### src/rtl/ireg_pkg.sv
// Shared types and widths for the integer register-file
// write-port scheduler.
package ireg_pkg;
  localparam int XLEN      = 32;
  localparam int REG_IDX_W = 5;

  typedef enum logic [1:0] {
    IDLE,
    WAIT,
    HOLD
  } wbs_state_t;
endpackage

### src/rtl/ireg_scoreboard.sv
// Busy bits and outstanding count for multi-cycle results;
// raises decode stall on RAW/WAW against pending registers.
module ireg_scoreboard
  import ireg_pkg::*;
#(
  parameter int MAX_OUT = 2
) (
  input  logic                 clk,
  input  logic                 rst_n,
  input  logic                 issue_v_i,
  input  logic [REG_IDX_W-1:0] issue_rd_i,
  output logic                 issue_ready_o,
  input  logic                 dec_i,
  input  logic                 clr_v_i,
  input  logic [REG_IDX_W-1:0] clr_rd_i,
  input  logic [REG_IDX_W-1:0] rs1_i,
  input  logic [REG_IDX_W-1:0] rs2_i,
  input  logic [REG_IDX_W-1:0] rd_i,
  input  logic                 rs1_v_i,
  input  logic                 rs2_v_i,
  input  logic                 rd_v_i,
  output logic                 stall_sb_o,
  output logic [31:0]          busy_vec_o
);
  localparam int CW = $clog2(MAX_OUT + 1);

  logic [31:0]   busy_q, busy_d;
  logic [CW-1:0] cnt_q, cnt_d;
  logic          fire;

  assign issue_ready_o = (issue_rd_i == '0 || !busy_q[issue_rd_i])
                      && (cnt_q < CW'(MAX_OUT));
  assign fire = issue_v_i && issue_ready_o;

  // Bit 0 is never set, so x0 always reads not-busy.
  assign stall_sb_o = (rs1_v_i && busy_q[rs1_i])
                   || (rs2_v_i && busy_q[rs2_i])
                   || (rd_v_i  && busy_q[rd_i]);
  assign busy_vec_o = busy_q;

  always_comb begin
    busy_d = busy_q;
    if (clr_v_i)
      busy_d[clr_rd_i] = 1'b0;
    if (fire && issue_rd_i != '0)
      busy_d[issue_rd_i] = 1'b1;
    cnt_d = cnt_q;
    case ({fire, dec_i})
      2'b10:   cnt_d = cnt_q + 1'b1;
      2'b01:   cnt_d = cnt_q - 1'b1;
      default: cnt_d = cnt_q;
    endcase
  end

  always_ff @(posedge clk or negedge rst_n) begin
    if (!rst_n) begin
      busy_q <= '0;
      cnt_q  <= '0;
    end else begin
      busy_q <= busy_d;
      cnt_q  <= cnt_d;
    end
  end
endmodule

### src/rtl/ireg_wb_sched.sv
// Merges pipeline and multi-cycle results onto the single
// register-file write port; forces bubbles if the unit starves.
module ireg_wb_sched
  import ireg_pkg::*;
#(
  parameter int XLEN     = ireg_pkg::XLEN,
  parameter int MAX_WAIT = 4,
  parameter int MAX_OUT  = 2
) (
  input  logic                 clk,
  input  logic                 rst_n,
  input  logic                 pipe_we,
  input  logic [REG_IDX_W-1:0] pipe_rd,
  input  logic [XLEN-1:0]      pipe_data,
  input  logic                 issue_v,
  input  logic [REG_IDX_W-1:0] issue_rd,
  output logic                 issue_ready,
  input  logic                 div_valid,
  input  logic [REG_IDX_W-1:0] div_rd,
  input  logic [XLEN-1:0]      div_data,
  output logic                 div_ready,
  input  logic [REG_IDX_W-1:0] rs1,
  input  logic [REG_IDX_W-1:0] rs2,
  input  logic [REG_IDX_W-1:0] rd,
  input  logic                 rs1_v,
  input  logic                 rs2_v,
  input  logic                 rd_v,
  output logic                 stall_sb,
  output logic                 pipe_hold,
  output logic                 wr_v,
  output logic [REG_IDX_W-1:0] wr_rd,
  output logic [XLEN-1:0]      wr_data,
  output logic [31:0]          busy_vec
);
  localparam int WW = $clog2(MAX_WAIT + 1);

  logic                 pipe_wr, div_hs, div_lose;
  logic                 wr_v_q, wr_div_q, pipe_hold_q;
  logic [REG_IDX_W-1:0] wr_rd_q;
  logic [XLEN-1:0]      wr_data_q;
  wbs_state_t           state_q;
  logic [WW-1:0]        wait_cnt_q;

  // Pipeline cannot stall at writeback, so it always wins.
  assign pipe_wr   = pipe_we && pipe_rd != '0;
  assign div_ready = !pipe_wr;
  assign div_hs    = div_valid && div_ready;
  assign div_lose  = div_valid && !div_ready;

  assign wr_v      = wr_v_q;
  assign wr_rd     = wr_rd_q;
  assign wr_data   = wr_data_q;
  assign pipe_hold = pipe_hold_q;

  always_ff @(posedge clk or negedge rst_n) begin
    if (!rst_n) begin
      wr_v_q    <= 1'b0;
      wr_div_q  <= 1'b0;
      wr_rd_q   <= '0;
      wr_data_q <= '0;
    end else if (pipe_wr) begin
      wr_v_q    <= 1'b1;
      wr_div_q  <= 1'b0;
      wr_rd_q   <= pipe_rd;
      wr_data_q <= pipe_data;
    end else if (div_hs && div_rd != '0) begin
      wr_v_q    <= 1'b1;
      wr_div_q  <= 1'b1;
      wr_rd_q   <= div_rd;
      wr_data_q <= div_data;
    end else begin
      wr_v_q   <= 1'b0;
      wr_div_q <= 1'b0;
    end
  end

  always_ff @(posedge clk or negedge rst_n) begin
    if (!rst_n) begin
      state_q     <= IDLE;
      wait_cnt_q  <= '0;
      pipe_hold_q <= 1'b0;
    end else begin
      unique case (state_q)
        IDLE: begin
          if (div_lose) begin
            state_q    <= WAIT;
            wait_cnt_q <= WW'(1);
          end
        end
        WAIT: begin
          if (div_lose) begin
            if (wait_cnt_q == WW'(MAX_WAIT)) begin
              state_q     <= HOLD;
              pipe_hold_q <= 1'b1;
            end else begin
              wait_cnt_q <= wait_cnt_q + 1'b1;
            end
          end else begin
            state_q    <= IDLE;
            wait_cnt_q <= '0;
          end
        end
        HOLD: begin
          if (!div_lose) begin
            state_q     <= IDLE;
            wait_cnt_q  <= '0;
            pipe_hold_q <= 1'b0;
          end
        end
        default: begin
          state_q     <= IDLE;
          wait_cnt_q  <= '0;
          pipe_hold_q <= 1'b0;
        end
      endcase
    end
  end

  ireg_scoreboard #(.MAX_OUT(MAX_OUT)) u_sb (
    .clk          (clk),
    .rst_n        (rst_n),
    .issue_v_i    (issue_v),
    .issue_rd_i   (issue_rd),
    .issue_ready_o(issue_ready),
    .dec_i        (div_hs),
    .clr_v_i      (wr_v_q && wr_div_q),
    .clr_rd_i     (wr_rd_q),
    .rs1_i        (rs1),
    .rs2_i        (rs2),
    .rd_i         (rd),
    .rs1_v_i      (rs1_v),
    .rs2_v_i      (rs2_v),
    .rd_v_i       (rd_v),
    .stall_sb_o   (stall_sb),
    .busy_vec_o   (busy_vec)
  );
endmodule

### config.mk
export PLATFORM = sky130hd
export DESIGN_NAME = ireg_wb_sched
export DESIGN_NICKNAME = d
export VERILOG_FILES = /design/src/rtl/ireg_pkg.sv /design/src/rtl/ireg_scoreboard.sv /design/src/rtl/ireg_wb_sched.sv
export SDC_FILE = /design/constraint.sdc
export NUM_CORES = 1
export LEC_CHECK = 0
export CORE_MARGIN = 2
export CORE_UTILIZATION = 45
export DETAILED_ROUTE_END_ITERATION = 8
export GPL_ROUTABILITY_DRIVEN = 0
export GPL_TIMING_DRIVEN = 0
export PLACE_DENSITY_LB_ADDON = 0.25
export SLEW_MARGIN = 20
export SYNTH_ARGS = -nofsm -noshare
export SYNTH_HDL_FRONTEND = slang
export SYNTH_HIERARCHICAL = 1
export SYNTH_SLANG_ARGS = --single-unit
### constraint.sdc
create_clock -name clk -period 9.6 [get_ports clk]
set_clock_uncertainty 0.1 [all_clocks]
set_input_delay 2.4 -clock clk [delete_from_list [all_inputs] [get_ports clk]]
set_output_delay 2.4 -clock clk [all_outputs]
set_load 0.02 [all_outputs]
Yosys cells after proc, flatten, opt, wreduce, memory -nomap -nowiden
Cells that the tools add are included.
{"block": "word_totals", "regBits": 79, "out_inout_bits": 74, "elab_cells": 99}
{"block": "classes", "addsub": 3, "n_lt_le_gt_ge": 8, "n_eq_ne": 11, "mux": 36, "n_bitwise": 4, "n_reduce_logical": 28}
{"op": "$mux 32", "n": 4}
{"op": "$and 32x32->32", "n": 1}
{"op": "$not 32->32", "n": 1}
{"op": "$or 32x32->32", "n": 1}
{"op": "$lt 5x6->1 const B", "n": 5}
{"op": "$bmux 1 s5", "n": 4}
{"op": "$reduce_bool 5->1", "n": 3}
{"op": "$logic_and 1x1->1", "n": 13}
{"op": "$mux 1", "n": 12}
{"op": "$mux 3", "n": 4}
{"op": "$demux 1 s5", "n": 2}
{"op": "$ge 5x1->1 const B", "n": 2}
{"op": "$mux 5", "n": 2}
{"op": "$pmux 3 s3", "n": 1}
{"op": "$mux 2", "n": 4}
{"op": "$ne 2x2->1 const B", "n": 4}
{"op": "$ne 3x3->1 const B", "n": 2}
{"op": "$pmux 2 s3", "n": 1}
{"op": "$reduce_and 3->1", "n": 2}
{"op": "$logic_not 5->1", "n": 1}
{"op": "$eq 2x1->1 const B", "n": 2}
{"op": "$eq 2x2->1 const B", "n": 2}
{"op": "$pmux 2 s2", "n": 1}
{"op": "$reduce_and 4->1", "n": 1}
{"op": "11 further kinds", "n": 15}

Depth between registers and ports, before layout
Gate-level depths: netlist (run 1).
{"block": "depth", "depth_word": 9, "ltp_mapped": 9, "depth_no_buf": 8}

Cells and area by module
The synthesis (run 1) kept the hierarchy.
{"module": "ireg_scoreboard", "n_inst": 1, "cells_per_inst": 217, "area_each_um2": 2528.7, "seq_area_each_um2": 850.8}
{"module": "ireg_wb_sched", "n_inst": 1, "cells_per_inst": 272, "area_each_um2": 2299.7, "seq_area_each_um2": 1126.1}

Least setup slack after synthesis (run 1)
Ideal clock, no wire load.
{"block": "synth_path", "kind": "in2out", "startpoint": "input port rs2[1]", "endpoint": "output port stall_sb", "arrival_time_ps": 4337, "t_required_ps": 7100, "path_slack_ps": 2763, "cell_stages": 6, "path_buffers": 1, "cell_sequence": "clkbuf_1 mux4_2 mux4_2 mux2_2 nand2_1 o211ai_1"}
{"block": "synth_via", "elab_chain_len": 5}
{"item": "start, declared", "line_no": "ireg_wb_sched.sv:23", "source": "input logic [REG_IDX_W-1:0] rs2,"}
{"item": "$bmux 1 s5", "line_no": "ireg_scoreboard.sv:37", "source": "|| (rs2_v_i && busy_q[rs2_i])"}
{"item": "$mux 1 (not written as such)", "line_no": "ireg_scoreboard.sv:37"}
{"item": "$logic_and 1x1->1", "line_no": "ireg_scoreboard.sv:37"}
{"item": "$logic_or 1x1->1", "line_no": "ireg_scoreboard.sv:37"}
{"item": "$logic_or 1x1->1", "line_no": "ireg_scoreboard.sv:38", "source": "|| (rd_v_i && busy_q[rd_i]);"}
{"item": "end, declared", "line_no": "ireg_wb_sched.sv:28", "source": "output logic stall_sb,"}
No other way between the ends. The select of a mux whose other input is x is not followed.

Worst setup path in the final report (run 1)
{"block": "layout_path", "startpoint": "input port issue_rd[0]", "endpoint": "output port issue_ready"}
{"block": "layout_via", "elab_chain_len": 5, "word_cells_on_any_way": 6, "cone_classes": "mux: 2; reduce/logical: 4"}
{"item": "start, declared", "line_no": "ireg_wb_sched.sv:16", "source": "input logic [REG_IDX_W-1:0] issue_rd,"}
{"item": "$bmux 1 s5", "line_no": "ireg_scoreboard.sv:31", "source": "assign issue_ready_o = (issue_rd_i == '0 || !busy_q[issue_rd_i])"}
{"item": "$mux 1 (not written as such)", "line_no": "ireg_scoreboard.sv:31"}
{"item": "$logic_not 1->1", "line_no": "ireg_scoreboard.sv:31"}
{"item": "$logic_or 1x1->1 *", "line_no": "ireg_scoreboard.sv:31"}
{"item": "$logic_and 1x1->1 *", "line_no": "ireg_scoreboard.sv:32", "source": "&& (cnt_q < CW'(MAX_OUT));"}
{"item": "end, declared", "line_no": "ireg_wb_sched.sv:17", "source": "output logic issue_ready,"}
Every way passes the cells marked *; elsewhere a longest branch is shown, timed or not. The select of a mux whose other input is x is not followed.

==> metrics.cfg, run 1 <==
[clock_network]
post_cts_buffers=0
cts_buffer_depth=2
cts_hold_repair.buffers=0
htreeDepth=3
numCtsBuffers=9
cts_root_buf=clkbuf_8
numClockSinks=79
cts_tree=yes
worstSkewPairLatency_ps=350
cts.repair.resized=0
clk_pin_slew_ps=90

[power_and_ir_drop]
pwr-share-comb_pct=40.2
powerDensity_nw_per_um2=175
power_mw=1.20
switchingPower_uw=450
leakagePower_nw=2.60
power.share.sequential_pct=41.0
internal_power_uw=755
p_clk_share_pct=18.8
irDropWorstVdd_mv=0.0962
swShare_pct=37.4

[hold_path]
hp-start=u_sb/cnt_q[1]$_DFFE_PN0P_
hold_path.class=reg -> reg
holdPathStages=1

[sta]
rsz0062_at_grt=false
period_minus_slack_ps=7930
tns_ps=0
setup_viol=0
fmax_mhz=126
final_hold_viol_count=0
holdWs_ps=392
worst_pin_slew_ps=658
finalCritPeriodShare_pct=82.6
slew_headroom_pct=56.1
drv_slew=0

[finish]
fill_cells=816
final_cell_count_no_fill=809
diodes=0
fin_area_um2=6880
drive_gt1_share_pct=10.3
nets=774
area_growth_pct=42.4

[yosys]
synth_edf_count=0
ys.warnings.count=6
synth_compound_area_share_pct=18.8
synth_seq_area_share_pct=40.9
synth_top_family_by_area=compound AO/OA/AOI/OAI gates
synth-seq-cells=79
synth_nets=594
synth_xor_area_share_pct=0.544
syn_area_um2=4830
yosys.area_share.simple_pct=17.1
syn_inst=489
synth_top_area_share_pct=40.9
yosysUniqueCellTypes=55
ys.flop_type=dfrtp_1
async_flop_share_pct=100
muxShareOfSynthArea_pct=17.6
synth_area_leader_cell=dfrtp_1
synth_adder_area_share_pct=0.777
synthTopCellsByArea=dfrtp_1 41%, mux4_2 13%, o21ai_0 7.2%, nand2_1 5.9%, mux4_1 4.4%
syn_area_per_cell_um2=9.87

[floorplanning]
die_h_um=108
row_count=37
start_util_pct=46.6
io-pin-count=176
coreArea_um2=10400
die_w_um=108
dieArea_um2=11600

[setup_path]
worstSetupPathType=in -> out
start_kind=input port
endpoint_kind=primary output
cp_max_fo=10
startpoint=issue_rd[0]
crit_required_ps=7100
r2r_cells=5
crit-reg2reg-launch=u_sb/busy_vec_o[22]$_DFF_PN0_
cp.arrival_ps=5430

[detailed_routing]
vias=4992
wirelength_mm=16.3
dr.pass1.iters=5
first_iter_violations=511
final_antenna_net_count=0
detail_route.wl_per_cell_um=20.1
avgViaCountPerCell=6.17
drcViolationCount=0

[place]
dp_hpwl_mm=12.1
post_dp_cell_area_um2=6710
portBuffers=168
placed_cells_incl_taps=794

[global_routing]
grt_use_total_pct=28.3
grt_max_degree=55
use_met3_pct=6.78
grt_pass1_vias=4820
antenna_found_initial=0
grt_pass1_wl_mm=25.2
grt.busiest_layer=met2
met2_usage_pct=46.5
gr-total-overflow=0
gr-usage-met1_pct=34.8

[job]
maxCapViolCount=0

[status]
outcome=complete, no violations

## cell usage after synthesis, types with 4 or more instances
cell / number
dfrtp_1: 79
nand2_1: 76
o21ai_0: 69
nor2_1: 48
a31oi_1: 32
mux4_2: 27
clkbuf_1: 17
buf_2: 12
inv_1: 9
mux4_1: 8
nand3b_1: 8
a21oi_1: 7
nor3_1: 7
nand3_1: 6
nor2b_1: 5
o21ai_1: 5
a211oi_1: 4
a221oi_1: 4
a22oi_1: 4
and2_1: 4
nand4b_1: 4
o31ai_1: 4
## cells in the final DEF (no fill, tap or decap), types with 3 or more instances in the layout
| cell type | synthesis | routed |
|---|---|---|
| and2_1 | 4 | 4 |
| nor2b_1 | 5 | 5 |
| a211oi_1 | 4 | 4 |
| nor2_1 | 48 | 48 |
| o21ai_0 | 69 | 69 |
| clkbuf_8 | 1 | 11 |
| a31oi_1 | 32 | 32 |
| dfrtp_1 | 79 | 79 |
| nand2_1 | 76 | 76 |
| nor3_1 | 7 | 7 |
| or3b_2 | 3 | 3 |
| clkdlybuf4s50_1 | 0 | 167 |
| a221oi_1 | 4 | 4 |
| a22oi_1 | 4 | 4 |
| nand3_1 | 6 | 6 |
| clkbuf_1 | 17 | 17 |
| a21oi_1 | 7 | 7 |
| nand4b_1 | 4 | 4 |
| buf_2 | 12 | 12 |
| o211ai_1 | 3 | 3 |
| o31ai_1 | 4 | 4 |
| mux4_2 | 27 | 27 |
| o21ai_1 | 5 | 5 |
| inv_1 | 9 | 9 |
| nand3b_1 | 8 | 8 |
| ha_1 | 3 | 3 |
| mux4_1 | 8 | 8 |
## power groups by stage
stage	clock (mW)	sequential, mW	combinational, mW
2_1_floorplan	0	0.529	0.194
3_3_place_gp	0	0.495	0.464
3_5_place_dp	0	0.496	0.481
4_1_cts	0.228	0.490	0.482
5_1_grt	0.242	0.502	0.513
6_report	0.226	0.494	0.485
## cells by family (layout without fill, tap and decap cells)
| family | after synthesis | in the layout |
|---|---|---|
| simple gates | 174 | 174 |
| compound gates | 150 | 150 |
| fa+ha+maj | 3 | 3 |
| flops | 79 | 79 |
| mux | 38 | 38 |
| xor+xnor | 3 | 3 |
| buf+inv | 42 | 226 |
## worst max-delay path, stage by stage
cell and delay [ps]:
clkdlybuf4s50_1 640, clkbuf_8 240, mux4_1 640, a32o_1 280, nor4_4 410, nor2_1 100
nor2_1 110, clkdlybuf4s50_1 610
## routing by layer
layer  part of all wire [%]  vias to the layer above
met1                     36                     2416
met4                    3.5                        0
met5                      0                        -
li1                       -                     2192
met3                     10                       53
met2                     50                      331
## through the flow
| stage | util (%) | setup slack (ps) |
|---|---|---|
| after floorplan | - | 2760 |
| after global placement | 64.4 | 1790 |
| after detailed placement | 64.7 | 1710 |
| after CTS | 66.3 | 1700 |
| after global routing | 66.3 | 1600 |
| final | 66.3 | 1670 |
## final timing paths
| check | end | slack, ps |
|---|---|---|
| min in group asynchronous | wr_data[23]$_DFFE_PN0P_ | 1860 |
| worst max register to register | u_sb/busy_vec_o[9]$_DFF_PN0_ | 6780 |
| worst min-delay path | u_sb/cnt_q[1]$_DFFE_PN0P_ | 390 |
| worst max-delay path | issue_ready | 1670 |
| worst min register to register | u_sb/cnt_q[1]$_DFFE_PN0P_ | 390 |
| max in group asynchronous | u_sb/busy_vec_o[2]$_DFF_PN0_ | 6960 |
## registers in the layout, summed over array words and instances (netlist names)
| name | flops |
|---|---|
| wr_v | 1 |
| u_sb/busy_vec_o | 32 |
| wait_cnt_q | 3 |
| state_q | 2 |
| wr_div_q | 1 |
| wr_rd | 5 |
| wr_data | 32 |
| u_sb/cnt_q | 2 |
| pipe_hold | 1 |
## cell type report
cell class | instances | area (um^2) | area share, %
multi-input combinational | 368 | 2650 | 38.5
tap | 136 | 170 | 2.47
inverter | 9 | 33.8 | 0.491
buffer | 33 | 168 | 2.44
clock buffer | 10 | 138 | 2.00
timing repair buffer | 169 | 1710 | 24.8
sequential | 79 | 1980 | 28.7
clock inverter | 5 | 33.8 | 0.491
(Power assumes the default switching activity.)
==> inputs of run 2 (changes only) <==
--- a/config.mk
+++ b/config.mk
@@ -6,7 +6,7 @@
 export NUM_CORES = 1
 export LEC_CHECK = 0
 export CORE_MARGIN = 2
-export CORE_UTILIZATION = 45
+export CORE_UTILIZATION = 41
 export DETAILED_ROUTE_END_ITERATION = 8
 export GPL_ROUTABILITY_DRIVEN = 0
 export GPL_TIMING_DRIVEN = 0
==> constraint.sdc (replaced) <==
create_clock -name clk -period 6.7 [get_ports clk]
set_clock_uncertainty 0.1 [all_clocks]
set_input_delay 1.675 -clock clk [delete_from_list [all_inputs] [get_ports clk]]
set_output_delay 1.675 -clock clk [all_outputs]
set_load 0.02 [all_outputs]
==> metrics.cfg, run 2 (same netlist as run 1, synthesis figures left out) <==
[status]
outcome=complete, no violations  ; unchanged

[power_and_ir_drop]
switchingPower_uw=647  ; was 450 uW
leakagePower_nw=2.67  ; was 2.60 nW
p_clk_share_pct=26.6  ; was 18.8%
pwr-share-comb_pct=36.1  ; was 40.2%
irDropWorstVdd_mv=0.169  ; was 0.0962 mV
power.share.sequential_pct=37.4  ; was 41.0%
internal_power_mw=1.26  ; was 755 uW
powerDensity_nw_per_um2=271  ; was 175 nW/um^2
swShare_pct=34.0  ; was 37.4%

[job]
maxCapViolCount=0  ; unchanged

[finish]
final_common_cell=clkdlybuf4s50_1  ; unchanged
nets=774  ; unchanged
drive_gt1_share_pct=10.2  ; was 10.3%
area_growth_pct=45.5  ; was 42.4%
fin_area_um2=7020  ; was 6880 um^2
diodes=0  ; unchanged
final_cell_mix=167 x clkdlybuf4s50_1, 79 x dfrtp_1, 76 x nand2_1  ; unchanged

[setup_path]
crit_required_ps=4930  ; was 7100 ps
worstSetupPathType=in -> out  ; unchanged
endpoint_kind=primary output  ; unchanged
path_buf_inv=3  ; unchanged
cp_slowest_cell=clkdlybuf4s50_1  ; unchanged
cp_max_fo=10  ; unchanged
critPathTopFamily=buffers and inverters  ; unchanged
start_kind=input port  ; unchanged
cp.arrival_ps=4650  ; was 5430 ps
slowest_delay_ps=650  ; was 640 ps
crit_chain=clkdlybuf4s50_1, clkbuf_8, mux4_1, a32o_1, nor4_4, nor2_1, nor2_1, clkdlybuf4s50_1  ; unchanged

[global_routing]
grt_pass1_vias=4861  ; was 4820
gr-total-overflow=0  ; unchanged
antenna_found_initial=0  ; unchanged
grt_max_degree=47  ; was 55
grt_use_total_pct=25.4  ; was 28.3%
grt_pass1_wl_mm=25.6  ; was 25.2 mm

[place]
place_ws_ps=292  ; was 1710 ps
portBuffers=168  ; unchanged
post_dp_cell_area_um2=6710  ; about the same
dp_hpwl_mm=11.9  ; was 12.1 mm

[clock_network]
cts.repair.resized=0  ; unchanged
cts_hold_repair.buffers=0  ; unchanged
numCtsBuffers=9  ; unchanged
cts_tree=yes  ; unchanged
htreeDepth=3  ; unchanged
worstSkewPairLatency_ps=330  ; was 350 ps
post_cts_buffers=0  ; unchanged
cts_root_buf=clkbuf_16  ; was clkbuf_8
numClockSinks=79  ; unchanged
cts_buffer_depth=2  ; unchanged
clk_pin_slew_ps=60  ; was 90 ps

[detailed_routing]
final_antenna_net_count=0  ; unchanged
avgViaCountPerCell=6.03  ; was 6.17
dr.pass1.iters=5  ; unchanged
first_iter_violations=440  ; was 511
vias=4923  ; was 4992
detail_route.wl_per_cell_um=19.8  ; was 20.1 um
wirelength_mm=16.2  ; was 16.3 mm
drcViolationCount=0  ; unchanged

[sta]
setup_viol=0  ; unchanged
drv_slew=0  ; unchanged
fmax_mhz=156
slew_headroom_pct=55.5  ; was 56.1%
final_hold_viol_count=0  ; unchanged
rsz0062_at_grt=false  ; unchanged
period_minus_slack_ps=6430
worst_pin_slew_ps=667  ; was 658 ps
finalCritPeriodShare_pct=96.0
tns_ps=0  ; unchanged
timing.final.ws_setup_ps=271  ; was 1670 ps

[floorplanning]
coreArea_um2=11500  ; was 10400 um^2
io-pin-count=176  ; unchanged
die_w_um=113  ; was 108 um
row_count=39  ; was 37
die_h_um=113  ; was 108 um
start_util_pct=42.1  ; was 46.6%
dieArea_um2=12700  ; was 11600 um^2

[hold_path]
hold_path.class=reg -> reg  ; unchanged

run 2: cell count changes in the layout (fill, tap and decap cells not counted):
cell / delta
clkinvlp_4: -2
clkbuf_16: +9
bufinv_16: +1
clkbuf_1: +1
clkbuf_8: -7
inv_6: -1
run 2: routing by layer:
metal | track usage (%) | routed length (um) | vias up | part of all wire (%)
met4 | 7.32 | 310 | 0 | 1.9
li1 | - | - | 2200 | -
met3 | 5.99 | 1530 | 28 | 9.4
met1 | 33.8 | 6360 | 2421 | 39
met2 | 42.0 | 7990 | 274 | 49
met5 | 0 | 0 | - | 0
run 2: worst reg2reg max path, stage by stage (launching register included):
cell and delay [ps]:
dfrtp_1 460, mux4_1 570, a32o_1 270, nor4_4 420, nand4b_1 490, o21ai_0 380
run 2: path summary, 6_finish.rpt:
kind	cells past startpoint	to	slack [ps]	from
max	8	issue_ready	270	issue_rd[0]
min	1	u_sb/cnt_q[0]$_DFFE_PN0P_	400	u_sb/cnt_q[0]$_DFFE_PN0P_
max reg2reg	5	u_sb/busy_vec_o[30]$_DFF_PN0_	3910	u_sb/busy_vec_o[21]$_DFF_PN0_
min reg2reg	1	u_sb/cnt_q[0]$_DFFE_PN0P_	400	u_sb/cnt_q[0]$_DFFE_PN0P_
max in group asynchronous	2	u_sb/busy_vec_o[1]$_DFF_PN0_	4700	rst_n
min in group asynchronous	1	wait_cnt_q[0]$_DFFE_PN0P_	1200	rst_n
run 2: through the flow:
| stage | util, % | std cells | hold slack [ps] | power [mW] |
|---|---|---|---|---|
| floorplan | - | 489 | 364 | 1.04 |
| detailed placement | 58.5 | 801 | 385 | 1.40 |
| finish | 61.3 | 817 | 395 | 1.91 |
| global route | 61.3 | 817 | 422 | 1.99 |
| CTS | 61.3 | 817 | 397 | 1.90 |
| global placement | 58.3 | 800 | 382 | 1.38 |
run 2: cell type report:
cell class / instances / area [um^2]
clock buffer: 13 / 270
clock inverter: 3 / 40.0
inverter: 9 / 33.8
tap: 143 / 179
timing repair buffer: 169 / 1710
fill: 936 / 4440
sequential: 79 / 1980
multi-input combinational: 368 / 2650
buffer: 33 / 168
run 2: power groups by stage:
stage	combinational, mW	clock [mW]	sequential (mW)
after floorplan	0.277	0	0.758
after global placement	0.671	0	0.710
after detailed placement	0.683	0	0.715
after CTS	0.686	0.511	0.708
after global routing	0.730	0.533	0.725
final	0.687	0.506	0.712
